==> config.mk <==
export PLATFORM = sky130hd
export DESIGN_NAME = param_alu_seq_flat
export DESIGN_NICKNAME = d
export VERILOG_FILES = /design/src/rtl/param_alu_seq_if.sv /design/src/rtl/param_alu_seq.sv /design/src/flat_wrapper.sv
export SDC_FILE = /design/constraint.sdc
export NUM_CORES = 1
export LEC_CHECK = 0
export ABC_AREA = 1
export BUFFER_PORTS_ARGS = -buffer_cell sky130_fd_sc_hd__buf_4
export CELL_PAD_IN_SITES_DETAIL_PLACEMENT = 2
export CELL_PAD_IN_SITES_GLOBAL_PLACEMENT = 2
export CORE_ASPECT_RATIO = 1.1
export CORE_MARGIN = 2
export CORE_UTILIZATION = 36
export CTS_CLUSTER_DIAMETER = 200
export DETAILED_ROUTE_END_ITERATION = 16
export HOLD_SLACK_MARGIN = 0.15
export PLACE_DENSITY = 0.85
export SLEW_MARGIN = 0
export SYNTH_ARGS = -nofsm -noshare
export SYNTH_HDL_FRONTEND = slang
export SYNTH_SLANG_ARGS = --single-unit
==> constraint.sdc <==
create_clock -name Clock -period 7.1 [get_ports Clock]
set_input_delay 1.42 -clock Clock [delete_from_list [all_inputs] [get_ports Clock]]
set_output_delay 1.42 -clock Clock [all_outputs]
set_load 0.03 [all_outputs]
==> src/rtl/param_alu_seq_if.sv <==
// Operand/result bus between the operand muxes, the control unit and param_alu_seq.
// The control unit drives the request side; the ALU drives the registered results and status.
interface param_alu_seq_if #(
    parameter int WIDTH = 32
);
    logic             Start;
    logic [WIDTH-1:0] A;
    logic [WIDTH-1:0] B;
    logic [4:0]       FunSel;
    logic             WF;
    logic [WIDTH-1:0] ALUOut;
    logic [3:0]       FlagsOut;
    logic             Busy;
    logic             Done;

    modport master (
        output Start, A, B, FunSel, WF,
        input  ALUOut, FlagsOut, Busy, Done
    );

    modport slave (
        input  Start, A, B, FunSel, WF,
        output ALUOut, FlagsOut, Busy, Done
    );
endinterface

==> src/rtl/param_alu_seq.sv <==
// Parametrised sequential ALU: single-cycle ops with a Start/Busy/Done handshake
// and an iterative shift-add unsigned multiply. Flags are {Z,C,N,O}.
module param_alu_seq #(
    parameter int WIDTH = 32,
    parameter int CNT_W = $clog2(WIDTH) + 1
) (
    input  logic          Clock,
    input  logic          Reset,
    param_alu_seq_if.slave bus
);
    localparam int MSB = WIDTH - 1;

    typedef enum logic [0:0] {
        ST_IDLE = 1'b0,
        ST_MUL  = 1'b1
    } state_t;

    state_t               state_r, state_nxt_s;
    logic [WIDTH-1:0]     alu_out_r, alu_out_nxt_s;
    logic [3:0]           flags_r, flags_nxt_s;
    logic                 done_r, done_nxt_s;
    logic [2*WIDTH-1:0]   mcand_r, mcand_nxt_s;
    logic [WIDTH-1:0]     mplier_r, mplier_nxt_s;
    logic [2*WIDTH-1:0]   acc_r, acc_nxt_s;
    logic [CNT_W-1:0]     cnt_r, cnt_nxt_s;
    logic                 wf_r, wf_nxt_s;

    logic [WIDTH:0]       sum_s;
    logic [WIDTH-1:0]     res_s;
    logic                 c_s;
    logic                 o_s;
    logic                 defined_s;
    logic [3:0]           flags_op_s;
    logic [2*WIDTH-1:0]   step_acc_s;
    logic [WIDTH-1:0]     mul_lo_s;
    logic [3:0]           flags_mul_s;

    // Single-cycle operation decode; C and O default to their held values.
    always_comb begin
        sum_s     = '0;
        res_s     = '0;
        c_s       = flags_r[2];
        o_s       = flags_r[0];
        defined_s = 1'b1;
        case (bus.FunSel)
            5'b00000: res_s = bus.A;
            5'b00001: res_s = bus.B;
            5'b00010: res_s = ~bus.A;
            5'b00011: res_s = ~bus.B;
            5'b10100: begin
                sum_s = {1'b0, bus.A} + {1'b0, bus.B};
                res_s = sum_s[MSB:0];
                c_s   = sum_s[WIDTH];
                o_s   = (bus.A[MSB] == bus.B[MSB]) && (res_s[MSB] != bus.A[MSB]);
            end
            5'b10101: begin
                sum_s = {1'b0, bus.A} + {1'b0, bus.B} + {{WIDTH{1'b0}}, flags_r[2]};
                res_s = sum_s[MSB:0];
                c_s   = sum_s[WIDTH];
                o_s   = (bus.A[MSB] == bus.B[MSB]) && (res_s[MSB] != bus.A[MSB]);
            end
            5'b10110: begin
                sum_s = {1'b0, bus.A} + {1'b0, ~bus.B} + (WIDTH+1)'(1);
                res_s = sum_s[MSB:0];
                c_s   = sum_s[WIDTH];
                o_s   = (bus.A[MSB] != bus.B[MSB]) && (res_s[MSB] != bus.A[MSB]);
            end
            5'b10111: res_s = bus.A & bus.B;
            5'b11000: res_s = bus.A | bus.B;
            5'b11001: res_s = bus.A ^ bus.B;
            5'b11010: res_s = ~(bus.A & bus.B);
            5'b11011: begin
                res_s = {bus.A[MSB-1:0], 1'b0};
                c_s   = bus.A[MSB];
            end
            5'b11100: begin
                res_s = {1'b0, bus.A[MSB:1]};
                c_s   = bus.A[0];
            end
            5'b11101: begin
                res_s = {bus.A[MSB], bus.A[MSB:1]};
                c_s   = bus.A[0];
            end
            5'b11110: begin
                res_s = {bus.A[MSB-1:0], flags_r[2]};
                c_s   = bus.A[MSB];
            end
            5'b11111: res_s = '0;
            default:  defined_s = 1'b0;
        endcase
    end

    assign flags_op_s  = {(res_s == '0), c_s, res_s[MSB], o_s};

    // The multiplier LSB selects whether the shifted multiplicand is added this step.
    assign step_acc_s  = acc_r + (mplier_r[0] ? mcand_r : '0);
    assign mul_lo_s    = step_acc_s[MSB:0];
    assign flags_mul_s = {(mul_lo_s == '0), |step_acc_s[2*WIDTH-1:WIDTH], mul_lo_s[MSB], 1'b0};

    // Next-state and next-output logic for the IDLE/MUL controller.
    always_comb begin
        state_nxt_s   = state_r;
        alu_out_nxt_s = alu_out_r;
        flags_nxt_s   = flags_r;
        done_nxt_s    = 1'b0;
        mcand_nxt_s   = mcand_r;
        mplier_nxt_s  = mplier_r;
        acc_nxt_s     = acc_r;
        cnt_nxt_s     = cnt_r;
        wf_nxt_s      = wf_r;
        case (state_r)
            ST_IDLE: begin
                if (bus.Start) begin
                    if (bus.FunSel == 5'b11111) begin
                        state_nxt_s  = ST_MUL;
                        mcand_nxt_s  = {{WIDTH{1'b0}}, bus.A};
                        mplier_nxt_s = bus.B;
                        acc_nxt_s    = '0;
                        cnt_nxt_s    = '0;
                        wf_nxt_s     = bus.WF;
                    end else begin
                        done_nxt_s = 1'b1;
                        if (defined_s) begin
                            alu_out_nxt_s = res_s;
                            if (bus.WF) begin
                                flags_nxt_s = flags_op_s;
                            end else begin
                                flags_nxt_s = flags_r;
                            end
                        end else begin
                            alu_out_nxt_s = alu_out_r;
                        end
                    end
                end else begin
                    state_nxt_s = ST_IDLE;
                end
            end
            ST_MUL: begin
                acc_nxt_s    = step_acc_s;
                mcand_nxt_s  = mcand_r << 1;
                mplier_nxt_s = mplier_r >> 1;
                cnt_nxt_s    = cnt_r + CNT_W'(1);
                if (cnt_r == CNT_W'(WIDTH - 1)) begin
                    state_nxt_s   = ST_IDLE;
                    alu_out_nxt_s = mul_lo_s;
                    done_nxt_s    = 1'b1;
                    if (wf_r) begin
                        flags_nxt_s = flags_mul_s;
                    end else begin
                        flags_nxt_s = flags_r;
                    end
                end else begin
                    state_nxt_s = ST_MUL;
                end
            end
            default: state_nxt_s = ST_IDLE;
        endcase
    end

    // State, result and multiply datapath registers.
    always_ff @(posedge Clock) begin
        if (Reset) begin
            state_r   <= ST_IDLE;
            alu_out_r <= '0;
            flags_r   <= 4'b0000;
            done_r    <= 1'b0;
            mcand_r   <= '0;
            mplier_r  <= '0;
            acc_r     <= '0;
            cnt_r     <= '0;
            wf_r      <= 1'b0;
        end else begin
            state_r   <= state_nxt_s;
            alu_out_r <= alu_out_nxt_s;
            flags_r   <= flags_nxt_s;
            done_r    <= done_nxt_s;
            mcand_r   <= mcand_nxt_s;
            mplier_r  <= mplier_nxt_s;
            acc_r     <= acc_nxt_s;
            cnt_r     <= cnt_nxt_s;
            wf_r      <= wf_nxt_s;
        end
    end

    assign bus.ALUOut   = alu_out_r;
    assign bus.FlagsOut = flags_r;
    assign bus.Done     = done_r;
    assign bus.Busy     = (state_r == ST_MUL);
endmodule

==> src/flat_wrapper.sv <==
// flat-port wrapper written by rule: the top's interface ports become plain ports
module param_alu_seq_flat 
#(
    parameter int WIDTH = 32,
    parameter int CNT_W = $clog2(WIDTH) + 1
)
  (Clock, Reset, bus_Start, bus_A, bus_B, bus_FunSel, bus_WF, bus_ALUOut, bus_FlagsOut, bus_Busy, bus_Done);
  param_alu_seq_if #(.WIDTH(WIDTH)) bus_i ();
  input  logic Clock;
  input  logic Reset;
  input wire logic [$bits(bus_i.Start)-1:0] bus_Start;
  input wire logic [$bits(bus_i.A)-1:0] bus_A;
  input wire logic [$bits(bus_i.B)-1:0] bus_B;
  input wire logic [$bits(bus_i.FunSel)-1:0] bus_FunSel;
  input wire logic [$bits(bus_i.WF)-1:0] bus_WF;
  output wire logic [$bits(bus_i.ALUOut)-1:0] bus_ALUOut;
  output wire logic [$bits(bus_i.FlagsOut)-1:0] bus_FlagsOut;
  output wire logic [$bits(bus_i.Busy)-1:0] bus_Busy;
  output wire logic [$bits(bus_i.Done)-1:0] bus_Done;
  assign bus_i.Start = bus_Start;
  assign bus_i.A = bus_A;
  assign bus_i.B = bus_B;
  assign bus_i.FunSel = bus_FunSel;
  assign bus_i.WF = bus_WF;
  assign bus_ALUOut = bus_i.ALUOut;
  assign bus_FlagsOut = bus_i.FlagsOut;
  assign bus_Busy = bus_i.Busy;
  assign bus_Done = bus_i.Done;
  param_alu_seq #(.WIDTH(WIDTH), .CNT_W(CNT_W)) u_core (.Clock(Clock), .Reset(Reset), .bus(bus_i));
endmodule
==> impl_metrics.env, run 1 <==
export IMPL_fp_row_count=95
export IMPL_clk_pin_slew_ns=0.07
export IMPL_viasPerCell=5.812
export IMPL_crit_chain="buf_4 -> nand2_1 -> inv_1 -> ha_1 -> nand2_1 -> nor2_1 -> inv_1 -> nor2_1 -> inv_1 -> o21ai_0 -> a21oi_1 -> o21ai_0 -> xnor2_1 -> nand2_1 -> nor2_1 -> nand2_1 -> nor2_1 -> nand3_1 -> nand2_1 -> nand3_1 -> nand2_1 -> inv_1"
export IMPL_syn_num_nets=4062
export IMPL_p_per_area_nw_per_um2=151.0
export IMPL_seqCellArea_um2=4109
export IMPL_setup_violations=0
export IMPL_timing_fmax_ghz=0.1982
export IMPL_whs_path_depth=2
export IMPL_fin_skew_ns=0.02653
export IMPL_setup_tns_ns=0
export IMPL_crit_slowest_cell="dfxtp_2"
export IMPL_fin_cells=4689
export IMPL_synth_seq_area_share=0.1854
export IMPL_yosysUniqueCellTypes=57
export IMPL_slowest_delay_ns=0.76
export IMPL_post_cts_buffers=0
export IMPL_core_area_um2=60980
export IMPL_clk_path_buf_depth=3
export IMPL_routed_wl_um=120200
export IMPL_netlist_area_um2=22130
export IMPL_relSlewSlack=0.1409
export IMPL_grt_use_total=0.3733
export IMPL_dp_cells=4641
export IMPL_firstDrtPassIters=5
export IMPL_grt_pass1_vias=29230
export IMPL_ys_flop_type="dfxtp_1"
export IMPL_overflow=0
export IMPL_ir_drop_v=0.0001630
export IMPL_synthArstFlopShare=0
export IMPL_critPathLaunchType="register"
export IMPL_cts_made_buffers=27
export IMPL_drt_iter0_markers=1714
export IMPL_htree_num_levels=1
export IMPL_cpMostUsedCell="nand2_1"
export IMPL_finalMaxSlewViolations=0
export IMPL_ys_warn_count=0
export IMPL_postCtsHoldBufs=0
export IMPL_end_kind="register"
export IMPL_cp_required_ns=7.60
export IMPL_ff2ff_setup_slack_ns=2.05
export IMPL_status="completed"
export IMPL_period_share=0.7107
export IMPL_fillers=7874
export IMPL_wl_per_cell_um=25.63
export IMPL_hold_class="register to register"
export IMPL_synth_common_cells="nand2_1, inv_1, nor2_1"
export IMPL_hold_viol_final=0
export IMPL_rsz0062_at_grt="no"
export IMPL_yosys_top_cells_area="nand2_1, dfxtp_1, ha_1"
export IMPL_ant_nets=0
export IMPL_drv_cap=0
export IMPL_dieWidth_um=240.4
export IMPL_synth_area_per_cell_um2=5.788
export IMPL_vias=27252
export IMPL_synth_top_cell_area_share=0.1981
export IMPL_cts_resized=0
export IMPL_yosysMostFrequentCell="nand2_1"
export IMPL_crit_buf_inv=5
export IMPL_grt_max_degree=166
export IMPL_synth_edf_count=0
export IMPL_post_route_drc_count=0
export IMPL_path_class="register to register"
export IMPL_layout_drive_gt1_share=0.09446
export IMPL_clock_latency_ns=0.60
export IMPL_whs_endpoint="u_core.mcand_r[39]"
export IMPL_path_max_fanout=25
export IMPL_root_buffer="clkbuf_16"
export IMPL_grt_pass1_wl_um=181700
export IMPL_pin_count=111
export IMPL_fin_nets=4084
export IMPL_regToRegEndpoint="u_core.bus.FlagsOut[2]"
export IMPL_multi_input_area_um2=15580
export IMPL_start_util=0.3630
export IMPL_portBuffers=110
export IMPL_fin_crit_ns=5.046
export IMPL_tightest_slew_ns=1.287
export IMPL_die_area_um2=63490
export IMPL_cp_arrival_ns=5.55
export IMPL_synth_top_area_cell="nand2_1"
export IMPL_dp_hpwl_um=92580
export IMPL_yosys_register_bits=205
export IMPL_timing_rr_start="u_core.mplier_r[0]"
export IMPL_power_leakage_nw=11.30
export IMPL_critPathTopFamily="simple AND/OR/NAND/NOR gates"
export IMPL_numClockSinks=205
export IMPL_syn_to_final_growth_pct=10.37
export IMPL_place_congestion=1.013
export IMPL_cts_tree="yes"
export IMPL_reg2regPathDepth=22
export IMPL_min_delay_start="u_core.mcand_r[38]"
export IMPL_antenna_found_initial=1
export IMPL_die_h_um=264.1
export IMPL_netlist_instances=3824
[metal layers]
metal,global-route usage,vias up,routed length [um]
li1,-,12490,-
met1,0.4434,13638,49120
met2,0.6437,804,57550
met3,0.05089,320,6010
met4,0.2053,0,7504
met5,0,-,0
[cell type report]
type,instances,area share
diodes,1,0.0001024
flip-flops and latches,205,0.1682
well taps,824,0.04220
clock inverters,12,0.004609
repair buffers,135,0.04266
inverters,482,0.07406
clock buffers,35,0.03052
multi-input cells,2995,0.6377
[per-stage QoR]
step / area (um2) / worst slack [ns] / power, mW / utilization / hold WS, ns
5_1_grt: 24430 / 1.946 / 3.823 / 0.4006 / 0.4899
3_5_place_dp: 23570 / 2.015 / 2.263 / 0.3865 / 0.4615
4_1_cts: 24430 / 2.235 / 3.680 / 0.4006 / 0.4703
3_3_place_gp: 23570 / 2.077 / 2.237 / 0.3865 / 0.4482
2_1_floorplan: 22140 / 3.039 / 1.861 / - / 0.4309
6_report: 24430 / 2.054 / 3.689 / 0.4007 / 0.4691
[logic make-up after synthesis]
logic type      count (synthesis)  share of synthesized area
compound gates                756                     0.1947
xor+xnor                       56                    0.02216
fa+ha+maj                     165                    0.09429
buf+inv                       624                     0.1123
flops                         205                     0.1854
simple gates                 2018                     0.3912
[how the worst max path moves through the flow]
stage                     slack (ns)                     end          startpoint  depth (start not counted)
after floorplan                 3.04  u_core.bus.FlagsOut[3]            bus_B[0]                         23
after global routing            1.95  u_core.bus.FlagsOut[2]  u_core.mplier_r[0]                         24
after CTS                       2.24  u_core.bus.FlagsOut[2]  u_core.mplier_r[0]                         22
after detailed placement        2.02  u_core.bus.FlagsOut[3]           bus_A[10]                         17
final                           2.05  u_core.bus.FlagsOut[2]  u_core.mplier_r[0]                         22
after global placement          2.08  u_core.bus.FlagsOut[3]           bus_A[10]                         17
[state kept, by name (all words and copies together) (netlist names)]
name                 flops
u_core.acc_r            64
u_core.mcand_r          64
u_core.bus.ALUOut       32
u_core.mplier_r         32
u_core.cnt_r             6
u_core.bus.FlagsOut      4
u_core.bus.Busy          1
u_core.bus.Done          1
u_core.wf_r              1
[worst min-delay path: cells and delay by family, from the launching register on]
family             cells  cell delay, ns
DFF                    1            0.32
AOI/OAI and AO/OA      1            0.05
and+or+nand+nor        1            0.06
[power breakdown]
group | internal (mW) | switching, mW
Clock | 0.780 | 0.636
Combinational | 0.279 | 0.790
Sequential | 1.17 | 0.0317
Total | 2.23 | 1.46
[layout by cell type, fill, tap and decap left out, types with 5 or more instances in the layout]
cell type,Yosys,final
dfxtp_1,205,203
o22ai_1,50,50
a21o_1,18,18
inv_2,32,34
or2_2,29,29
xnor2_1,22,22
nand4_1,41,41
nor2_1,393,386
a21oi_1,313,313
nand2_1,1168,1166
inv_1,449,447
o2111ai_1,8,8
a211oi_1,5,5
ha_1,162,162
o221ai_1,16,16
clkbuf_16,0,27
nor2_4,13,14
a21oi_2,6,6
buf_4,9,132
xor2_1,34,34
o21a_1,9,9
nand3b_1,12,12
and2_1,7,7
o21ai_0,174,174
nand3_2,13,13
nand2_4,11,12
a31oi_1,102,102
nand3_1,208,208
o21bai_1,14,14
nor4_1,18,18
nor2_2,21,27
o211ai_1,16,16
nand2_2,41,42
inv_6,0,5
nor3_1,31,31
o21ai_1,6,6
a221oi_1,6,6
No activity file was read; power rests on OpenSTA's default activity.
==> inputs of run 2 (changes only) <==
Settings changed: CORE_UTILIZATION 36 to 30, PLACE_DENSITY 0.85 to 0.76.
Clock period 7.1 ns to 4.4 ns, I/O delays scaled along.
==> impl_metrics.env, run 2 (same netlist as run 1, synthesis figures left out) <==
export IMPL_status="completed"
export IMPL_place_congestion=0.9449
export IMPL_fillers=9315
export IMPL_die_h_um=288.9
export IMPL_hold_class="register to register"
export IMPL_postCtsHoldBufs=0
export IMPL_post_route_drc_count=0
export IMPL_regToRegEndpoint="u_core.bus.FlagsOut[2]"
export IMPL_fin_cells=4916
export IMPL_timing_rr_start="u_core.mplier_r[0]"
export IMPL_fin_skew_ns=0.03476
export IMPL_core_area_um2=73130
export IMPL_cp_endpoint="u_core.bus.FlagsOut[2]"
export IMPL_dieWidth_um=263.0
export IMPL_die_area_um2=75980
export IMPL_fin_crit_ns=4.175
export IMPL_cp_required_ns=4.91
export IMPL_end_kind="register"
export IMPL_setup_violations=0
export IMPL_cts_made_buffers=29
export IMPL_path_max_fanout=28
export IMPL_p_per_area_nw_per_um2=242.0
export IMPL_antenna_found_initial=2
export IMPL_start_util=0.3027
export IMPL_path_class="register to register"
export IMPL_period_share=0.9489
export IMPL_overflow=0
export IMPL_setup_tns_ns=0
export IMPL_final_common_cell="nand2_1"
export IMPL_relSlewSlack=0.2187
export IMPL_hold_viol_final=0
export IMPL_viasPerCell=5.431
export IMPL_seqCellArea_um2=4109
export IMPL_grt_use_total=0.2952
export IMPL_htree_num_levels=1
export IMPL_dp_cells=4864
export IMPL_vias=26701
export IMPL_tightest_slew_ns=1.172
export IMPL_fin_nets=4179
export IMPL_grt_max_degree=82
export IMPL_fp_row_count=104
export IMPL_cp_arrival_ns=4.69
export IMPL_startpoint="u_core.mplier_r[0]"
export IMPL_routed_wl_um=114400
export IMPL_antennaDiodeCount=0
export IMPL_finalMaxSlewViolations=0
export IMPL_clk_pin_slew_ns=0.06
export IMPL_power_leakage_nw=11.82
export IMPL_multi_input_area_um2=15570
export IMPL_grt_pass1_wl_um=173900
export IMPL_layout_common_cells="nand2_1, inv_1, nor2_1"
export IMPL_cts_tree="yes"
export IMPL_reg_top3="u_core.acc_r x64, u_core.mcand_r x64"
export IMPL_wl_per_cell_um=23.26
export IMPL_timing_fmax_ghz=0.2395
export IMPL_portBuffers=110
export IMPL_pin_count=111
export IMPL_layout_drive_gt1_share=0.1169
export IMPL_drt_iter0_markers=1421
export IMPL_clk_path_buf_depth=3
export IMPL_ff2ff_setup_slack_ns=0.22
export IMPL_grt_pass1_vias=28679
export IMPL_clock_latency_ns=0.63
export IMPL_drv_cap=0
export IMPL_syn_to_final_growth_pct=15.01
export IMPL_rsz0062_at_grt="no"
export IMPL_reg2regPathDepth=23
export IMPL_critPathLaunchType="register"
export IMPL_root_buffer="clkbuf_16"
export IMPL_ir_drop_v=0.0003056
export IMPL_dp_hpwl_um=94950
export IMPL_numClockSinks=205
export IMPL_firstDrtPassIters=5
export IMPL_ant_nets=0
[run 2: power by group]
group | internal, mW | switching [mW]
clock network | 1.40 | 1.06
registers | 1.89 | 0.0479
logic | 0.513 | 1.25
total | 3.81 | 2.36
[run 2: routing by layer]
layer | global-route usage | up-vias | routed length [um]
li1 | - | 12687 | -
met1 | 0.3658 | 13369 | 50060
met2 | 0.5341 | 472 | 55850
met3 | 0.03085 | 171 | 4406
met4 | 0.09786 | 2 | 4036
met5 | 0 | - | 13
[run 2: how the worst min path moves through the flow]
| stage | from | to | slack (ns) | cells past startpoint |
|---|---|---|---|---|
| finish | u_core.mcand_r[63] | u_core.mcand_r[63] | 0.47 | 2 |
| global route | u_core.cnt_r[5] | u_core.cnt_r[5] | 0.49 | 1 |
| CTS | bus_WF | u_core.wf_r | 0.47 | 3 |
| detailed placement | u_core.cnt_r[5] | u_core.cnt_r[5] | 0.46 | 1 |
| global placement | u_core.cnt_r[5] | u_core.cnt_r[5] | 0.45 | 1 |
| floorplan | u_core.cnt_r[5] | u_core.cnt_r[5] | 0.43 | 1 |
[run 2: worst max-delay path, stage by stage, from the launching register on]
cell and delay, ns:
dfxtp_2 0.46, buf_12 0.23, buf_4 0.20, nand2_1 0.07
inv_1 0.07, ha_1 0.29, a21oi_1 0.22, inv_1 0.06
a31oi_1 0.22, o21ai_0 0.20, a21oi_1 0.19, nand3_1 0.28
a21oi_1 0.32, inv_1 0.07, nand2_1 0.06, nand2_1 0.08
nor2_1 0.15, nand2_1 0.10, nor2_1 0.19, nand3_1 0.27
nand2_1 0.13, nand3_1 0.08, nand2_1 0.07, inv_1 0.04
[run 2: cell type report]
| cell class | count | share of cell area |
|---|---|---|
| multi-input cells | 2995 | 0.6117 |
| clock buffers | 34 | 0.03082 |
| clock inverters | 18 | 0.007274 |
| repair buffers | 228 | 0.07082 |
| well taps | 954 | 0.04689 |
| inverters | 482 | 0.07107 |
| flip-flops and latches | 205 | 0.1614 |
[run 2: repair_timing]
action | CTS | global route
buffers inserted | 0 | 0
endpoints found under the setup margin | 0 | 1
resized for setup | 0 | 2
[run 2: through the flow]
step / instance area [um2] / hold WS (ns) / util / setup slack, ns / power, mW
after detailed placement: 24480 / 0.4628 / 0.3348 / 0.08386 / 3.715
after global placement: 24480 / 0.4529 / 0.3348 / 0.1127 / 3.673
after floorplan: 22140 / 0.4309 / - / 0.8794 / 3.003
after global routing: 25460 / 0.4927 / 0.3481 / 0.03546 / 6.448
final: 25460 / 0.4671 / 0.3481 / 0.2250 / 6.162
after CTS: 25450 / 0.4706 / 0.3481 / 0.2622 / 6.205
